===== src/rtl/regfile_mp.sv =====
// Multi-port register file with same-cycle write bypass and a per-register pending scoreboard.
// Define REGFILE_ZERO_REG_EN to hardwire register 0 to zero (writes and claims to it are dropped).
module regfile_mp #(
  parameter int XLEN = 32,
  parameter int NREG = 32,
  parameter int NRD  = 2,
  parameter int NWR  = 1,
  localparam int AW  = $clog2(NREG)
) (
  input  logic                clk,
  input  logic                rst,
  input  logic [NRD-1:0]      rd_en,
  input  logic [NRD*AW-1:0]   rd_sel,
  output logic [NRD*XLEN-1:0] rd_data,
  output logic [NRD-1:0]      rd_busy,
  input  logic [NWR-1:0]      wr_en,
  input  logic [NWR*AW-1:0]   wr_sel,
  input  logic [NWR*XLEN-1:0] wr_data,
  input  logic                claim_en,
  input  logic [AW-1:0]       claim_sel
);

  logic [XLEN-1:0]     r_regs [NREG];
  logic [NREG-1:0]     r_pend;
  logic [NRD*XLEN-1:0] r_rd_data;
  logic [NRD-1:0]      r_rd_busy;

  logic [NWR-1:0]      w_wr_ok;
  logic                w_claim_ok;
  logic [XLEN-1:0]     w_eff_data [NRD];
  logic [NRD-1:0]      w_eff_busy;

  // Qualified writes/claims: with the zero register enabled, address 0 is inert.
  always_comb begin
    for (int w = 0; w < NWR; w++) begin
`ifdef REGFILE_ZERO_REG_EN
      w_wr_ok[w] = wr_en[w] && (wr_sel[w*AW +: AW] != '0);
`else
      w_wr_ok[w] = wr_en[w];
`endif
    end
`ifdef REGFILE_ZERO_REG_EN
    w_claim_ok = claim_en && (claim_sel != '0);
`else
    w_claim_ok = claim_en;
`endif
  end

  // NOTE: the array is built from flops with an async reset so every entry
  // takes its index value at reset; a RAM macro could not be initialised this way.
  always_ff @(posedge clk or negedge rst) begin
    if (!rst) begin
      for (int i = 0; i < NREG; i++) begin
        r_regs[i] <= XLEN'(i);
      end
      r_pend <= '0;
    end else begin
      // NOTE: non-blocking updates in port order; the last one scheduled wins,
      // giving the higher write port priority and the claim priority over any write.
      for (int w = 0; w < NWR; w++) begin
        if (w_wr_ok[w]) begin
          r_regs[wr_sel[w*AW +: AW]] <= wr_data[w*XLEN +: XLEN];
          r_pend[wr_sel[w*AW +: AW]] <= 1'b0;
        end
      end
      if (w_claim_ok) begin
        r_pend[claim_sel] <= 1'b1;
      end
    end
  end

  // Effective read state: stored value, overridden by the highest matching write.
  always_comb begin
    for (int p = 0; p < NRD; p++) begin
      // NOTE: defaults first so no path through the loop leaves a value unassigned.
      w_eff_data[p] = r_regs[rd_sel[p*AW +: AW]];
      w_eff_busy[p] = r_pend[rd_sel[p*AW +: AW]];
      for (int w = 0; w < NWR; w++) begin
        if (w_wr_ok[w] && (wr_sel[w*AW +: AW] == rd_sel[p*AW +: AW])) begin
          w_eff_data[p] = wr_data[w*XLEN +: XLEN];
          w_eff_busy[p] = 1'b0;
        end
      end
    end
  end

  always_ff @(posedge clk or negedge rst) begin
    if (!rst) begin
      r_rd_data <= '0;
      r_rd_busy <= '0;
    end else begin
      for (int p = 0; p < NRD; p++) begin
        if (rd_en[p]) begin
          r_rd_data[p*XLEN +: XLEN] <= w_eff_data[p];
          r_rd_busy[p]              <= w_eff_busy[p];
        end
      end
    end
  end

  assign rd_data = r_rd_data;
  assign rd_busy = r_rd_busy;

endmodule

===== config.mk =====
export PLATFORM = sky130hd
export DESIGN_NAME = regfile_mp
export DESIGN_NICKNAME = d
export VERILOG_FILES = /design/src/rtl/regfile_mp.sv
export SDC_FILE = /design/constraint.sdc
export NUM_CORES = 2
export LEC_CHECK = 0
export BUFFER_PORTS_ARGS = -buffer_cell sky130_fd_sc_hd__buf_2
export CAP_MARGIN = 30
export CORE_MARGIN = 5
export CORE_UTILIZATION = 50
export DETAILED_ROUTE_END_ITERATION = 7
export PLACE_DENSITY = 0.66
export RECOVER_POWER = 25
export SLEW_MARGIN = 20
export SYNTH_ARGS = -nofsm -noshare
export SYNTH_HDL_FRONTEND = slang
export SYNTH_SLANG_ARGS = --single-unit

===== constraint.sdc =====
create_clock -name clk -period 2.2 [get_ports clk]
set_input_delay 0.66 -clock clk [delete_from_list [all_inputs] [get_ports clk]]
set_output_delay 0.66 -clock clk [all_outputs]
set_load 0.02 [all_outputs]

==> results_dict.tcl <==
set metrics [dict create \
    grt_start_max_net_pins 72 \
    finish.net_count 4873 \
    reported_leakage_power_nw 32.7 \
    report.final.slew_viol_count 0 \
    timing.final.crit_share_pct 97.8 \
    area.growth.synth_to_final_pct 20.3 \
    async_reset_ff_share_pct 100 \
    drive_gt1_share_pct 50.1 \
    sort_of_element_at_the_end_of_the_critical_path "primary output" \
    finalWorstSetupSlack_ns 0.0493 \
    die_h_um 357 \
    max-cap-violations 0 \
    ys_seq_elements 1122 \
    timing.critical_path.buf_inv 1 \
    drtAntennaViolNets 0 \
    worst_path_largest_cell_delay_ns 0.50 \
    finalWorstPathRequiredPeriod_ns 2.15 \
    multiInputGateArea_um2 30600 \
    critPathMaxFanout 2 \
    gr-total-overflow 0 \
    relSlewSlack_pct 29.2 \
    grt.total_usage_pct 33.5 \
    cts.path.max_buffers 3 \
    antenna_found_initial 10 \
    firstDrtPassIters 5 \
    dpl_worst_slack_ns -0.635 \
    worst_pin_slew_ns 1.06 \
    clock_sinks 1122 \
    yosys_most_used_dff "dfrtp_1" \
    grt_first_pass_wirelength_um 315000 \
    post-synth-top-area-cell "dfrtp_1" \
    h-tree-depth 3 \
    rsz0062_at_grt "false" \
    post_synth_inst_count 4459 \
    wire_length_per_cell_after_detailed_routing_um 33.0 \
    synthesis.area_per_instance_um2 13.5 \
    sum_of_routed_wire_length_over_all_layers_um 216000 \
    start_util_pct 50.3 \
    fillCellCount 9431 \
    io_buffers 123 \
    num_vias 43800 \
    synth_edf_count 0 \
    synth_largest_type_area_fraction_pct 43.2 \
    synth.top_cells.by_count "mux2_2 (1198), dfrtp_1 (1042), mux2i_1 (539), clkbuf_1 (236), mux4_2 (230)" \
    fmax_mhz 465 \
    synth_top_cells_by_area "dfrtp_1 (43%), mux2_2 (22%), mux2i_1 (8.9%), mux4_2 (8.6%), dfstp_2 (3.5%)" \
    timing.critical_path.cells "buf_2" \
    finalHoldViolCount 0 \
    seq_area_frac_synth_pct 46.7 \
    tritoncts_clock_tree "yes" \
    clock_latency_ns 0.74 \
    setup_viol 0 \
    floorplan.die_area_um2 128000 \
    io_pins 124 \
    cts_resized 0 \
    syn-cell-area_um2 60400 \
    setup.worst_path.class "reg -> out" \
    post-dp-hpwl_um 143000 \
    required_ns 1.54 \
    cts_buffers 121 \
    routabilityCongestion 0.897 \
    worst_hold_path_type "in -> reg" \
    p_per_area_nw_per_um2 885 \
    drt_iter0_markers 4735 \
    cp_data_arrival_time_ns 1.49 \
    status "finished, final reports clean" \
    ir_worst_vdd_v 0.000815 \
    root_buffer "clkbuf_16" \
    finalInstanceArea_um2 72600 \
    post_cts_buffers 0 \
    placement_stage_cell_area_um2 68400 \
    final-seq-area_um2 28200 \
    synthDistinctLibCells 57 \
    critical_path.top_delay_family "flip-flops" \
    fin_worst_skew_ns 0.0294 \
    crit_path_start_kind "flip-flop" \
    yosysMostFrequentCell "mux2_2" \
    vias_in_the_first_global_route 44500 \
    synthesized_netlist_net_count 4517 \
    drc 0 \
    avgViaCountPerCell 6.70 \
    clkTransAtPathRegs_ns 0.06 \
    rows 127 \
    yosys_warnings 0 \
    critical_path.slowest_cell "dfrtp_1" \
    die_width_um 357 \
    holdBufCountCts 1 \
    core_area_um2 120000 \
]
kinds of logic after synthesis:
logic type | synth area share [%]
xor+xnor | 0.145
mux | 40.0
buf+inv | 3.41
flops | 46.7
compound gates | 7.57
simple gates | 2.22
placed cells by master (no fill, tap or decap), types with 42 or more instances in the layout:
master | Yosys | routed
mux2_2 | 1198 | 1186
o22ai_1 | 107 | 107
buf_4 | 32 | 327
nor2_1 | 60 | 42
mux4_2 | 230 | 230
dfrtp_1 | 1042 | 1042
clkbuf_1 | 236 | 44
buf_2 | 122 | 113
mux2i_1 | 539 | 539
a221oi_1 | 79 | 66
a22oi_1 | 71 | 71
a22o_1 | 97 | 97
buf_12 | 0 | 205
clkbuf_16 | 0 | 123
dfstp_2 | 80 | 80
a21oi_1 | 109 | 109
area by class of cell:
type | instances | area share, %
Timing Repair Buffer | 688 | 10.2
Sequential cell | 1122 | 38.8
Clock inverter | 51 | 1.11
Inverter | 7 | 0.0362
Multi-Input combinational cell | 2875 | 42.1
Antenna cell | 6 | 0.0207
Tap cell | 1612 | 2.78
Clock buffer | 177 | 4.93
path summary, 6_finish.rpt:
path | start | to | slack, ns | depth (start not counted)
max | rd_data[0] | rd_data[0] | 0.05 | 1
min | claim_sel[3] | r_pend[12] | 0.33 | 3
max reg2reg | r_regs[145] | rd_data[17] | 0.23 | 6
min reg2reg | r_regs[234] | r_regs[234] | 0.52 | 1
max in group asynchronous | rst | r_regs[547] | 0.20 | 4
min in group asynchronous | rst | r_regs[477] | 0.66 | 2
flip-flops by register name, summed over array words and instances, names as in the netlist:
| register | cells |
|---|---|
| r_regs | 1024 |
| rd_data | 64 |
| r_pend | 32 |
| rd_busy | 2 |
layer usage:
layer  up-vias  global-route usage, %  wire length, um
met2      2201                   51.6            97500
met3       583                   7.31            19000
met4         6                   14.1            10800
met5         -                      0               39
li1      17800                      -                -
met1     23200                   46.3            88500
power by group:
part	switching, W	internal, W
Clock	0.00899	0.0135
Sequential	0.00329	0.0249
Combinational	0.00591	0.00769
Total	0.0182	0.0460
stage by stage:
stage | cells | utilization, % | TNS (ns) | hold WS [ns] | power, W
after detailed placement | 6302 | 57.0 | -251.87 | 0.499 | 0.0418
after CTS | 6531 | 60.7 | 0 | 0.294 | 0.0642
after global placement | 6301 | 57.0 | -292.88 | 0.488 | 0.0413
after global routing | 6534 | 60.5 | 0 | 0.351 | 0.0666
after floorplan | 4459 | - | -4.98 | 0.364 | 0.0368
final | 6538 | 60.5 | 0 | 0.333 | 0.0642
Note: power is estimated with default switching activity, not from simulation.
